**src/rtl/ddr_packet_reader_256_pkg.sv**
```systemverilog
// ddr_pkt_pkg: shared types, widths and length helpers for the DDR packet reader
package ddr_pkt_pkg;
  localparam int DDR_LINE_W = 256;
  localparam int WORD_W = 32;
  localparam int WORDS_PER_LINE = 8;
  localparam int ADDR_W = 25;
  typedef enum logic [2:0] {IDLE, RD_HDR, RD_LINE, SEND, GAP} state_t;
  function automatic logic [15:0] calc_nwords(input logic [31:0] len);
    logic [31:0] n;
    n = (len + 32'd3) >> 2;
    return n[15:0];
  endfunction
  function automatic logic [1:0] calc_empty(input logic [31:0] len);
    return 2'd0 - len[1:0];
  endfunction
endpackage

```
**src/rtl/ddr_packet_reader_256_line_serializer.sv**
```systemverilog
// line_serializer_256: holds one DDR line and presents it word by word on a valid/ready port
module line_serializer_256
  import ddr_pkt_pkg::*;
(
  input  logic                  clk,
  input  logic                  rst_n,
  input  logic                  load,
  input  logic [DDR_LINE_W-1:0] line_in,
  input  logic                  active,
  input  logic                  tx_ready,
  output logic [WORD_W-1:0]     tx_data,
  output logic                  tx_valid,
  output logic                  last
);
  logic [WORDS_PER_LINE-1:0][WORD_W-1:0] line_q;
  logic [$clog2(WORDS_PER_LINE)-1:0]     idx;
  assign tx_valid = active;
  assign tx_data = active ? line_q[idx] : '0;
  assign last = idx == 3'(WORDS_PER_LINE - 1);
  // capture a fresh line and restart at word 0, otherwise step on each accepted word
  always_ff @(posedge clk or negedge rst_n) begin
    if (!rst_n) begin
      line_q <= '0;
      idx <= '0;
    end else if (load) begin
      line_q <= line_in;
      idx <= '0;
    end else if (tx_valid && tx_ready) begin
      idx <= idx + 1'b1;
    end
  end
endmodule

```
**src/rtl/ddr_packet_reader_256.sv**
```systemverilog
// ddr_packet_reader_256: replays a DDR-resident packet image as a 32-bit sop/eop stream
module ddr_packet_reader_256
  import ddr_pkt_pkg::*;
#(
  parameter logic [ADDR_W-1:0] BASE_ADDR = 25'd1,
  parameter int MAX_LEN = 1518,
  parameter int GAP_CYCLES = 12,
  parameter int TIMEOUT = 1023
) (
  input  logic                  clk,
  input  logic                  rst_n,
  input  logic                  start,
  input  logic                  enable,
  output logic                  rd_rq,
  output logic [ADDR_W-1:0]     rd_adr,
  input  logic                  rd_valid,
  input  logic [DDR_LINE_W-1:0] rd_data,
  output logic [WORD_W-1:0]     tx_data,
  output logic                  tx_valid,
  input  logic                  tx_ready,
  output logic                  tx_sop,
  output logic                  tx_eop,
  output logic [1:0]            tx_empty,
  output logic                  busy,
  output logic [15:0]           pkt_count,
  output logic                  err_len,
  output logic                  err_timeout
);
  state_t              state, state_n;
  logic [ADDR_W-1:0]   line_addr;
  logic [15:0]         nwords, wcnt, tcnt, gcnt;
  logic [1:0]          empty_q;
  logic [31:0]         hdr_len;
  logic                rd_state, fire, is_eop, timeout, len_bad, go, idx_last;
  assign go = start && enable;
  assign rd_state = state == RD_HDR || state == RD_LINE;
  assign hdr_len = rd_data[31:0];
  assign len_bad = hdr_len == 32'd0 || hdr_len > 32'(MAX_LEN);
  assign fire = tx_valid && tx_ready;
  assign is_eop = state == SEND && wcnt == nwords - 16'd1;
  assign timeout = rd_state && !rd_valid && tcnt == 16'(TIMEOUT - 1);
  assign rd_rq = rd_state;
  assign rd_adr = state == RD_HDR ? BASE_ADDR : state == RD_LINE ? line_addr : '0;
  assign busy = state != IDLE;
  assign tx_sop = tx_valid && wcnt == 16'd0;
  assign tx_eop = tx_valid && is_eop;
  assign tx_empty = tx_eop ? empty_q : 2'd0;
  line_serializer_256 u_ser (
    .clk      (clk),
    .rst_n    (rst_n),
    .load     (state == RD_LINE && rd_valid),
    .line_in  (rd_data),
    .active   (state == SEND),
    .tx_ready (tx_ready),
    .tx_data  (tx_data),
    .tx_valid (tx_valid),
    .last     (idx_last)
  );
  // state register
  always_ff @(posedge clk or negedge rst_n) begin
    if (!rst_n) state <= IDLE;
    else state <= state_n;
  end
  // next-state: reads, streaming, inter-packet gap, timeout abort
  always_comb begin
    state_n = state;
    case (state)
      IDLE:    state_n = go ? RD_HDR : IDLE;
      RD_HDR:  state_n = rd_valid ? (len_bad ? GAP : RD_LINE) : timeout ? IDLE : RD_HDR;
      RD_LINE: state_n = rd_valid ? SEND : timeout ? IDLE : RD_LINE;
      SEND:    state_n = !fire ? SEND : is_eop ? GAP : idx_last ? RD_LINE : SEND;
      GAP:     state_n = gcnt == 16'(GAP_CYCLES - 1) ? (go ? RD_HDR : IDLE) : GAP;
      default: state_n = IDLE;
    endcase
  end
  // header latch, word/line bookkeeping, wait counters and sticky flags
  always_ff @(posedge clk or negedge rst_n) begin
    if (!rst_n) begin
      line_addr <= '0;
      nwords <= '0;
      wcnt <= '0;
      tcnt <= '0;
      gcnt <= '0;
      empty_q <= '0;
      pkt_count <= '0;
      err_len <= 1'b0;
      err_timeout <= 1'b0;
    end else begin
      tcnt <= rd_state && !rd_valid && !timeout ? tcnt + 16'd1 : 16'd0;
      gcnt <= state == GAP ? gcnt + 16'd1 : 16'd0;
      if (timeout) err_timeout <= 1'b1;
      if (state == RD_HDR && rd_valid) begin
        nwords <= calc_nwords(hdr_len);
        empty_q <= calc_empty(hdr_len);
        wcnt <= '0;
        line_addr <= BASE_ADDR + 25'd1;
        err_len <= err_len | len_bad;
      end
      if (state == SEND && fire) begin
        wcnt <= wcnt + 16'd1;
        if (is_eop) pkt_count <= pkt_count + 16'd1;
        else if (idx_last) line_addr <= line_addr + 25'd1;
      end
    end
  end
endmodule

```
**config.mk**
```make
export PLATFORM = sky130hd
export DESIGN_NAME = ddr_packet_reader_256
export DESIGN_NICKNAME = d
export VERILOG_FILES = /design/src/rtl/ddr_packet_reader_256_pkg.sv /design/src/rtl/ddr_packet_reader_256_line_serializer.sv /design/src/rtl/ddr_packet_reader_256.sv
export SDC_FILE = /design/constraint.sdc
export NUM_CORES = 1
export LEC_CHECK = 0
export CAP_MARGIN = 20
export CORE_MARGIN = 8
export CORE_UTILIZATION = 47
export DETAILED_ROUTE_END_ITERATION = 16
export GPL_TIMING_DRIVEN = 0
export PLACE_DENSITY = 0.73
export RECOVER_POWER = 100
export SYNTH_ARGS = -nofsm -noshare
export SYNTH_HDL_FRONTEND = slang
export SYNTH_SLANG_ARGS = --single-unit
```
**constraint.sdc**
```tcl
create_clock -name clk -period 4 [get_ports clk]
set_input_delay 0.4 -clock clk [delete_from_list [all_inputs] [get_ports clk]]
set_output_delay 0.4 -clock clk [all_outputs]
set_load 0.02 [all_outputs]
```
=== Word level (Yosys, flattened, before mapping) ===
Index checks and enable logic that the tools add are counted.

* Add/subtract/negate cells: 9
* $lt $le $gt $ge: 2
* Equal/unequal tests: 8
* Muxes and demuxes: 27
* Bitwise gates (word level): 1
* Reduce and logical (&&, ||, !) cells: 22

{| class="wikitable"
|+ Operators with widths
! operator !! number
|-
| 25-bit two-way mux || 6
|-
| 32-bit binary-select mux with 3-bit select || 1
|-
| 16-bit by 1-bit adder with 16-bit output, second input constant || 4
|-
| 16-bit two-way mux || 4
|-
| 32-bit two-way mux || 2
|-
| 32-bit by 11-bit greater-than comparator with 1-bit output, second input constant || 1
|-
| 32-bit zero test || 1
|-
| 25-bit by 1-bit adder with 25-bit output, second input constant || 1
|-
| 3-bit two-way mux || 7
|-
| 18-bit by 2-bit adder with 18-bit output, second input constant || 1
|-
| 16-bit by 10-bit == test with 1-bit output, second input constant || 1
|-
| 16-bit == test || 1
|-
| 16-bit by 4-bit == test with 1-bit output, second input constant || 1
|-
| 16-bit zero test || 1
|-
| 16-bit by 1-bit subtractor with 16-bit output, second input constant || 1
|-
| 3-bit case mux with 5 select lines || 1
|-
| 1-bit logical AND || 11
|-
| 3-bit by 2-bit == test with 1-bit output, second input constant || 2
|-
| 3-bit == test, second input constant || 2
|-
| 2-bit two-way mux || 3
|-
| 3-bit by 4-bit less-than comparator with 1-bit output, second input constant || 1
|-
| 2-bit nonzero test || 2
|-
| 3-bit by 1-bit adder with 3-bit output, second input constant || 1
|-
| 3-bit by 1-bit == test with 1-bit output, second input constant || 1
|-
| other kinds (8) || 12
|}

* Bits in registers: 371
* Input port bits: 262
* Output and inout port bits: 82
* Word-level logic and storage cells: 88

=== Longest topological paths before layout ===
Gate-level depths: netlist of the first run.

* Depth after elaboration: 7
* Depth in mapped cells: 11
* Depth with buffers taken out: 9

=== Modules after synthesis ===
Synthesis of the first run repeated with hierarchy kept, for this count alone.

* Cell total of the unflattened synthesis: 1527
* Area total of the unflattened synthesis: 18679.2 µm²

{| class="wikitable"
|+ Modules (own cells, without submodules)
! module !! times used !! cells each !! area an instance (µm²) !! sequential area each (µm²)
|-
| line_serializer_256 || 1 || 778 || 11964.0 || 6481.2
|-
| ddr_packet_reader_256 || 1 || 749 || 6715.2 || 2802.7
|}

=== Worst setup path before layout of the first run ===
OpenSTA, ideal clock, no wires.

* Path kind: flip-flop to output port
* Start: register nwords[0]
* End: output tx_empty[0]
* Arrival time: 2507 ps
* Required time: 3600 ps
* Slack: 1093 ps
* Stages on the path, launching flop included: 10
* Path buffers: 0
* Cells stage by stage: dfrtp_1 -> inv_1 -> ha_1 -> nor3b_1 -> nand2_1 -> xnor2_1 -> or3_1 -> nor3_1 -> and4_1 -> and2_1

* Word-level cells in the longest chain between the ends: 5

{| class="wikitable"
|+ Ends and longest elaborated chain
! what !! line !! RTL
|-
| from (decl) || ddr_packet_reader_256.sv:31 || <nowiki>logic [15:0] nwords, wcnt, tcnt, gcnt;</nowiki>
|-
| from (signal assigned) || ddr_packet_reader_256.sv:93 || <nowiki>nwords <= calc_nwords(hdr_len);</nowiki>
|-
| 16-bit by 1-bit subtractor with 16-bit output || ddr_packet_reader_256.sv:40 || <nowiki>assign is_eop = state == SEND && wcnt == nwords - 16'd1;</nowiki>
|-
| 16-bit == test || ddr_packet_reader_256.sv:40 ||
|-
| 1-bit logical AND || ddr_packet_reader_256.sv:40 ||
|-
| 1-bit logical AND || ddr_packet_reader_256.sv:46 || <nowiki>assign tx_eop = tx_valid && is_eop;</nowiki>
|-
| named net tx_eop || ddr_packet_reader_256.sv:22 || <nowiki>output logic tx_eop,</nowiki>
|-
| 2-bit two-way mux || ddr_packet_reader_256.sv:47 || <nowiki>assign tx_empty = tx_eop ? empty_q : 2'd0;</nowiki>
|-
| to (decl) || ddr_packet_reader_256.sv:23 || <nowiki>output logic [1:0] tx_empty,</nowiki>
|}

The timed path passes the listed nets, and every way through them passes these cells.

=== Worst setup path in the final report of the first run ===
* Start: register u_ser.idx[1]
* End: output tx_data[29]

* Word-level cells in the longest chain between the ends: 3

{| class="wikitable"
|+ Ends and longest elaborated chain
! what !! line !! RTL
|-
| from (decl) || ddr_packet_reader_256_line_serializer.sv:16 || <nowiki>logic [$clog2(WORDS_PER_LINE)-1:0] idx;</nowiki>
|-
| from (signal assigned) || ddr_packet_reader_256_line_serializer.sv:29 || <nowiki>idx <= idx + 1'b1;</nowiki>
|-
| 32-bit binary-select mux with 3-bit select || ddr_packet_reader_256_line_serializer.sv:18 || <nowiki>assign tx_data = active ? line_q[idx] : '0;</nowiki>
|-
| 32-bit two-way mux (not written as such) || ddr_packet_reader_256_line_serializer.sv:18 ||
|-
| 32-bit two-way mux || ddr_packet_reader_256_line_serializer.sv:18 ||
|-
| to (decl) || ddr_packet_reader_256.sv:18 || <nowiki>output logic [WORD_W-1:0] tx_data,</nowiki>
|}

No other way between the ends. The select of a mux whose other input is x is not followed.

==> impl_results.md, run 1 <==
- Final weighted congestion of routability-driven global placement: 0.875
- X dimension of the die: 213 µm
- Buffer cell driving the clock tree root: clkbuf_16
- Wire length per cell after detailed routing: between 20 and 25 µm
- # setup viols final: 0
- Net count of the mapped netlist: 1737
- Status: complete, but fails checks
- Sequential-to-total area share from yosys stat: 51.1%
- DR iter-0 viols: around 820
- Maximum clock path buffer count: 3
- Clock tree sinks: 371
- Total detailed-routing wirelength: 54400 µm
- EDFF count, synth: 0
- Height of the die: 213 µm
- HPWL after detailed placement: 41800 µm
- Proportion of register bits with asynchronous set or reset after synthesis: 100%
- Port Buffers: roughly 340
- Total clock buffers created by CTS: 42
- Final cell count without fillers: 2416
- Nets: 2128
- Remaining global-route overflow: 0
- GRT Util Overall: 24.1%
- Fraction of post-synthesis cell area in the top cell type by area: around half
- Worst reg2reg path depth: 9
- Most numerous cell in the Yosys netlist: dfrtp_1
- Most used flip-flop cell after synthesis: dfrtp_1
- Average size of a mapped cell: 12.4 µm²
- Worst slew margin: -76.9%
- Crit share post-route: 96.7%
- Synth unique cells: 61
- Reg-to-Reg End: line_addr[1]
- Worst-margin pin slew: 2.65 ns
- TritonRoute pass-1 iters: 7
- Leakage power: 9.81 nW
- Per-cell via count in the routed design: 5.59
- Inst Count DP: 2327
- Final Slew Violations: 56
- Final core utilization: between 60% and 70%
- Via count: 13500
- Top cells by instance count after synthesis: 371 x dfrtp_1, 256 x mux2_2, 99 x nand2_1
- Peak Freq: 259 MHz
- Yosys warnings: 0
- Layout Skew: 0.0179 ns
- Worst setup path endpoint: tx_data[29]
- Residual DRC: 0
- Final hold violations: 0
- Maximum ir drop on the vdd rail: just over 0.4 mV
- Crit end category: output port
- Power per cell area: between 500 and 600 nW/µm²
- Top fanout value on the critical path: 10
- Reg2Reg Launch Point: nwords[8]
- Classification of the worst setup path: reg2out
- Wire length of the first global-routing pass: 84000 µm
- Overall die area: 45200 µm²
- Worst setup path startpoint: u_ser.idx[1]
- Maximum number of pins on one net before global-route repair: 118
- Failing checks: capacitance limit, slew limit
- Starting utilization of the core area: between 40 and 50%
- Clock-pin slew of the registers on the worst-case setup and hold paths: roughly 0.060 ns
- Fraction of final layout cells with drive strength greater than 1: 21.7%
- Boundary pin count: 344
- Worst Setup Start Kind: register
- Clk Latency, worst-skew pair: roughly 0.56 ns
- Gate count of the mapped netlist: 1463
- Number of H-tree levels: 2
- Arrival time of data at the critical path endpoint: 3.47 ns
- Count of state elements after synthesis: about 370
- Layout overhead on the synthesized area: 30.6%
- Final critical-path required period: 3.87 ns
- Total standard cell area after synthesis: 18200 µm²
- Clock tree from TritonCTS: done
- Setup slack of the most critical reg-to-reg path: 0.33 ns
- Antenna violations before repair: 25
- ANT nets after route: 0
- WP data required: 3.60 ns
- Path type of the worst min-delay path: in2reg
- RSZ-0062 raised after global routing: no
- Max-Cap Viols: 1
- Hold Worst Slack: 0.425 ns
- Cell Rows: a little over 70
- Number of global-route vias before repair: 14500
- Cell type contributing the most total cell area after synthesis: dfrtp_1
- Standard cell core area: 38400 µm²
- Top cells by area in the synthesized netlist: dfrtp_1 51%, mux2_2 16%, mux4_2 7.9%
==> critical path, stage by stage, from the launching register on <==
cell	delay (ns)
dfrtp_1	0.37
clkbuf_1	0.57
clkbuf_1	0.61
mux4_2	0.46
mux2i_1	0.15
nor2_1	0.05
dlygate4sd3_1	0.69
==> layer usage <==
metal  routed length [µm]  part of all wire (%)  global-route usage, %  up-vias
li1                     -                     -                      -     6123
met1                20700                    38                   28.0     6777
met2                27200                    50                   41.0      454
met3                 4790                   8.8                   8.49      118
met4                 1550                   2.9                   8.38       30
met5                  186                  0.34                      0        -
==> flip-flops by register name, indices dropped and copies added, names as in the netlist, 16 cells and up <==
signal        count
wcnt             16
line_addr        25
u_ser.line_q    256
nwords           16
tcnt             16
gcnt             16
pkt_count        16
==> cell families after synthesis <==
group,after synthesis,share of synthesized area (%)
AO/OA/AOI/OAI,109,3.82
buffers and inverters,102,2.31
XOR/XNOR,72,3.47
flip-flops,371,51.1
AND/OR/NAND/NOR,425,11.7
multiplexers,372,26.7
adder cells (fa/ha/maj),12,0.827
==> how the worst min path moves through the flow <==
stage,start,to,slack (ns),cells past startpoint
2_1_floorplan,rst_n,empty_q[0],0.10,0
3_3_place_gp,gcnt[0],gcnt[0],0.45,1
3_5_place_dp,rst_n,gcnt[5],0.37,1
4_1_cts,rst_n,gcnt[6],0.38,2
5_1_grt,rd_data[9],nwords[7],0.43,3
6_report,rd_data[9],nwords[7],0.43,3
==> report_power, final <==
group / internal (mW) / switching (mW)
sequential: 5.19 / 0.873
combinational: 2.44 / 1.60
clock: 2.30 / 1.55
==> repair_timing <==
| action | in CTS | in global routing |
|---|---|---|
| hold buffers | 1 | 0 |
| setup buffers | 0 | 0 |
| endpoints found under the hold margin | 54 | 0 |
| gates resized for setup | 16 | 4 |
| cloned | 0 | 0 |
| setup endpoints to repair | 35 | 9 |
| pin swaps | 0 | 0 |
==> final cells by class <==
cell class	count	area, µm²
fillers	3074	14700
inverters	19	71.3
plain buffers	83	339
flip-flops and latches	371	9280
well taps	518	648
repair buffers	347	3490
diodes	11	27.5
clock inverters	13	125
clock buffers	64	1250
multi-input cells	990	8480
==> cell usage in the layout, fill, tap and decap left out, types with 21 or more instances in the layout <==
| cell type | count |
|---|---|
| nor2_1 | 96 |
| nand3_1 | 55 |
| clkbuf_16 | 43 |
| xnor2_1 | 37 |
| nor3_1 | 26 |
| nor4_1 | 21 |
| nand2_1 | 100 |
| mux4_2 | 64 |
| nand4_1 | 30 |
| clkdlybuf4s50_1 | 266 |
| mux2_2 | 256 |
| dlygate4sd3_1 | 73 |
| and2_1 | 26 |
| mux2i_1 | 51 |
| dfrtp_1 | 371 |
| o21ai_0 | 45 |
| clkbuf_1 | 84 |
| xor2_1 | 35 |
==> metrics by stage <==
stage | TNS [ns] | setup WS, ns | cell area [µm²] | power [mW]
finish | 0 | 0.133 | 23700 | 14.0
detailed placement | 0 | 0.214 | 22300 | 10.1
global route | 0 | 0.0115 | 23700 | 14.7
CTS | 0 | 0.0400 | 23800 | 14.0
global placement | -5136.42 | -13.91 | 22200 | 9.91
floorplan | 0 | 1.09 | 18200 | 8.73
(Power assumes the default switching activity.)
==> inputs of run 2 (changes only) <==
--- a/config.mk
+++ b/config.mk
@@ -10,6 +10,7 @@
 export CORE_UTILIZATION = 47
 export DETAILED_ROUTE_END_ITERATION = 16
 export GPL_TIMING_DRIVEN = 0
+export HOLD_SLACK_MARGIN = 0.15
 export PLACE_DENSITY = 0.73
 export RECOVER_POWER = 100
 export SYNTH_ARGS = -nofsm -noshare
==> results of run 2 <==
Final layout, timing and power as in run 1 (identical DEF).
==> inputs of run 3 (changes only) <==
--- a/config.mk
+++ b/config.mk
@@ -11,7 +11,7 @@
 export DETAILED_ROUTE_END_ITERATION = 16
 export GPL_TIMING_DRIVEN = 0
 export HOLD_SLACK_MARGIN = 0.15
-export PLACE_DENSITY = 0.73
+export PLACE_DENSITY = 0.76
 export RECOVER_POWER = 100
 export SYNTH_ARGS = -nofsm -noshare
 export SYNTH_HDL_FRONTEND = slang
==> constraint.sdc (replaced) <==
create_clock -name clk -period 3.5 [get_ports clk]
set_input_delay 0.35 -clock clk [delete_from_list [all_inputs] [get_ports clk]]
set_output_delay 0.35 -clock clk [all_outputs]
set_load 0.02 [all_outputs]
==> run 3 against run 2 <==
The flow still finishes with violations (capacitance limit, slew limit); register-to-register slack got worse by 0.11 ns; setup slack got worse by 0.036 ns; non-clock buffer count rose by 1; critical path type unchanged.
==> impl_results.md, run 3 (synthesis gave the netlist of run 1 again) <==
- Clock tree from TritonCTS: done (unchanged)
- Sum of buffers and inverters on the critical path: 1 (was 3)
- Worst Setup Start Kind: register (unchanged)
- Largest reg by FF count: u_ser.line_q (unchanged)
- Max-Cap Viols: 1 (unchanged)
- Cell internal pwr: 11.1 mW (was 9.93 mW)
- Fraction of final layout cells with drive strength greater than 1: 22.8% (was 21.7%)
- Final critical-path required period: 3.40 ns
- Number of flip-flops in the largest register: 256 (unchanged)
- ANT nets after route: 0 (unchanged)
- Largest delay share family, worst path: simple AND/OR/NAND/NOR gates (was buffers and inverters)
- Nets: 2129 (was 2128)
- Antenna violations before repair: 21 (was 25)
- Final weighted congestion of routability-driven global placement: 0.924 (was 0.875)
- GRT Util Overall: 24.2% (was 24.1%)
- Maximum number of pins on one net before global-route repair: 120 (was 118)
- Worst path max stage delay: 0.51 ns (was 0.69 ns)
- Power dissipated by switching net loads: 4.59 mW (was 4.03 mW)
- X dimension of the die: 213 µm (unchanged)
- Path type of the worst min-delay path: in2async (was in2reg)
- Top library cells by usage in the layout, fill and taps aside: 369 x dfrtp_1, 311 x clkdlybuf4s50_1, 256 x mux2_2 (was 371 x dfrtp_1, 266 x clkdlybuf4s50_1, 256 x mux2_2)
- Failing checks: capacitance limit, slew limit (unchanged)
- Layout overhead on the synthesized area: 30.4% (was 30.6%)
- Arrival time of data at the critical path endpoint: 3.05 ns (was 3.47 ns)
- Classification of the worst setup path: reg2out (unchanged)
- DR iter-0 viols: 1003 (was 822)
- Ordered list of cells on the worst path: or4_4 -> or3_4 -> or4_4 -> a21oi_2 -> and4_4 -> and2_1 -> buf_4 (was clkbuf_1 -> clkbuf_1 -> mux4_2 -> mux2i_1 -> nor2_1 -> dlygate4sd3_1)
- Via count: 13700 (was 13500)
- WP data required: 3.15 ns (was 3.60 ns)
- Clock tree sinks: 371 (unchanged)
- Final core utilization: 61.7% (was 61.8%)
- Layout Skew: 0.0165 ns (was 0.0179 ns)
- Worst slew margin: -52.9% (was -76.9%)
- Wire length of the first global-routing pass: 84500 µm (was 84000 µm)
- Standard cell core area: 38400 µm² (unchanged)
- Clk pwr share: 26.2% (was 27.6%)
- Crit end category: output port (unchanged)
- Boundary pin count: 344 (unchanged)
- Height of the die: 213 µm (unchanged)
- Most prevalent standard cell on the critical path: or4_4 (was clkbuf_1)
- Peak Freq: 294 MHz
- Total detailed-routing wirelength: 54500 µm (was 54400 µm)
- Number of global-route vias before repair: 14700 (was 14500)
- Clk Latency, worst-skew pair: 0.56 ns (about the same)
- HPWL after detailed placement: 41800 µm (about the same)
- Sw frac: 29.2% (was 28.9%)
- Cell Rows: 72 (unchanged)
- Worst-margin pin slew: 2.29 ns (was 2.65 ns)
- Cell type of the slowest stage on the worst timing path: or4_4 (was dlygate4sd3_1)
- Status: complete, but fails checks (unchanged)
- # setup viols final: 0 (unchanged)
- Sequential Power Share: 44.2% (was 43.4%)
- Wire length per cell after detailed routing: 22.6 µm (was 22.5 µm)
- Power per cell area: 665 nW/µm² (was 588 nW/µm²)
- Regs by FF count: u_ser.line_q (256), line_addr (25) (unchanged)
- Crit share post-route: a little under 100%
- Top fanout value on the critical path: 7 (was 10)
- Port Buffers: 342 (unchanged)
- Leakage power: 9.63 nW (was 9.81 nW)
- Fillers: 3090 (was 3074)
- Number of H-tree levels: 2 (unchanged)
- Maximum ir drop on the vdd rail: 0.445 mV (was 0.410 mV)
- Buffer cell driving the clock tree root: clkbuf_16 (unchanged)
- Relative contribution of combinational cells to total power: 29.7% (was 29.0%)
- Maximum clock path buffer count: 3 (unchanged)
- Per-cell via count in the routed design: 5.67 (was 5.59)
- Overall die area: 45200 µm² (unchanged)
- TritonRoute pass-1 iters: 5 (was 7)
- Total clock buffers created by CTS: 42 (unchanged)
- Most frequent standard cell in the layout excluding fill and tap cells: dfrtp_1 (unchanged)
- Starting utilization of the core area: 47.3% (unchanged)
- Residual DRC: 0 (unchanged)
- Final Slew Violations: 87 (was 56)
- Final hold violations: 0 (unchanged)
- Clock-pin slew of the registers on the worst-case setup and hold paths: 0.06 ns (about the same)
- Remaining global-route overflow: 0 (unchanged)
- Hold Worst Slack: 0.290 ns (was 0.425 ns)
- Final Power: 15.7 mW (was 14.0 mW)
## run 3: cell types whose count changed in the layout (fill, tap and decap cells not counted), sizes merged, moves of 2 or more
cell           before  now
buf                 7   20
bufinv              2    0
clkbuf            141  135
clkdlybuf4s15       3    0
clkdlybuf4s50     266  311
clkinv              8    4
diode              11   13
dlygate4sd2         3    0
dlygate4sd3        73   28
## run 3: cell type report
type,count,area [µm²],share of cell area (%)
sequential,371,9290,39.2
clock buffer,63,1210,5.11
inverter,19,71.3,0.301
timing repair buffer,350,3510,14.8
clock inverter,5,40.0,0.169
buffer,81,360,1.52
multi-input combinational,990,8520,36.0
tap,518,648,2.74
antenna,13,32.5,0.137
## run 3: metal layers
metal	routed length [µm]	part of all wire, %	GRT usage (%)	vias to the layer above
met3	4500	8.3	7.90	109
met4	1500	2.7	7.90	18
met5	122	0.22	0	-
met1	21000	39	28.7	6973
met2	27300	50	41.2	461
li1	-	-	-	6110
## run 3: power groups by stage
stage	Clock, mW	Sequential, mW	Combinational (mW)
floorplan	0	6.56	3.42
global placement	0	6.88	4.45
detailed placement	0	6.95	4.59
CTS	4.19	6.90	4.69
global route	4.37	7.15	5.06
finish	4.12	6.95	4.67
## run 3: repair_timing
item                       4_1_cts  5_1_grt
buffers inserted                 1        2
setup endpoints to repair       35       14
pin swaps                        1        1
hold buffers                     1        0
gates resized for setup         50       11
hold endpoints to repair        61        0
## run 3: final timing paths
kind / startpoint / endpoint / slack [ns] / depth (start not counted)
max in group asynchronous: rst_n / u_ser.line_q[129] / 0.52 / 4
worst max-delay path: nwords[9] / tx_empty[1] / 0.1 / 7
worst min register to register: err_timeout / err_timeout / 0.46 / 1
worst min-delay path: rst_n / tcnt[11] / 0.29 / 2
min in group clk: rd_data[36] / u_ser.line_q[36] / 0.40 / 2
worst max register to register: nwords[9] / state[0] / 0.22 / 9
## run 3: through the flow
stage               setup TNS [ns]  cell area (µm²)  setup WS (ns)  std cells
floorplan                        0            18200          0.643       1463
global placement          -5214.12            22200         -14.08       2323
detailed placement           -4.34            22300         -0.251       2327
CTS                              0            23700         0.0201       2397
global route              -0.00383            23700       -0.00383       2403
finish                           0            23700         0.0971       2410
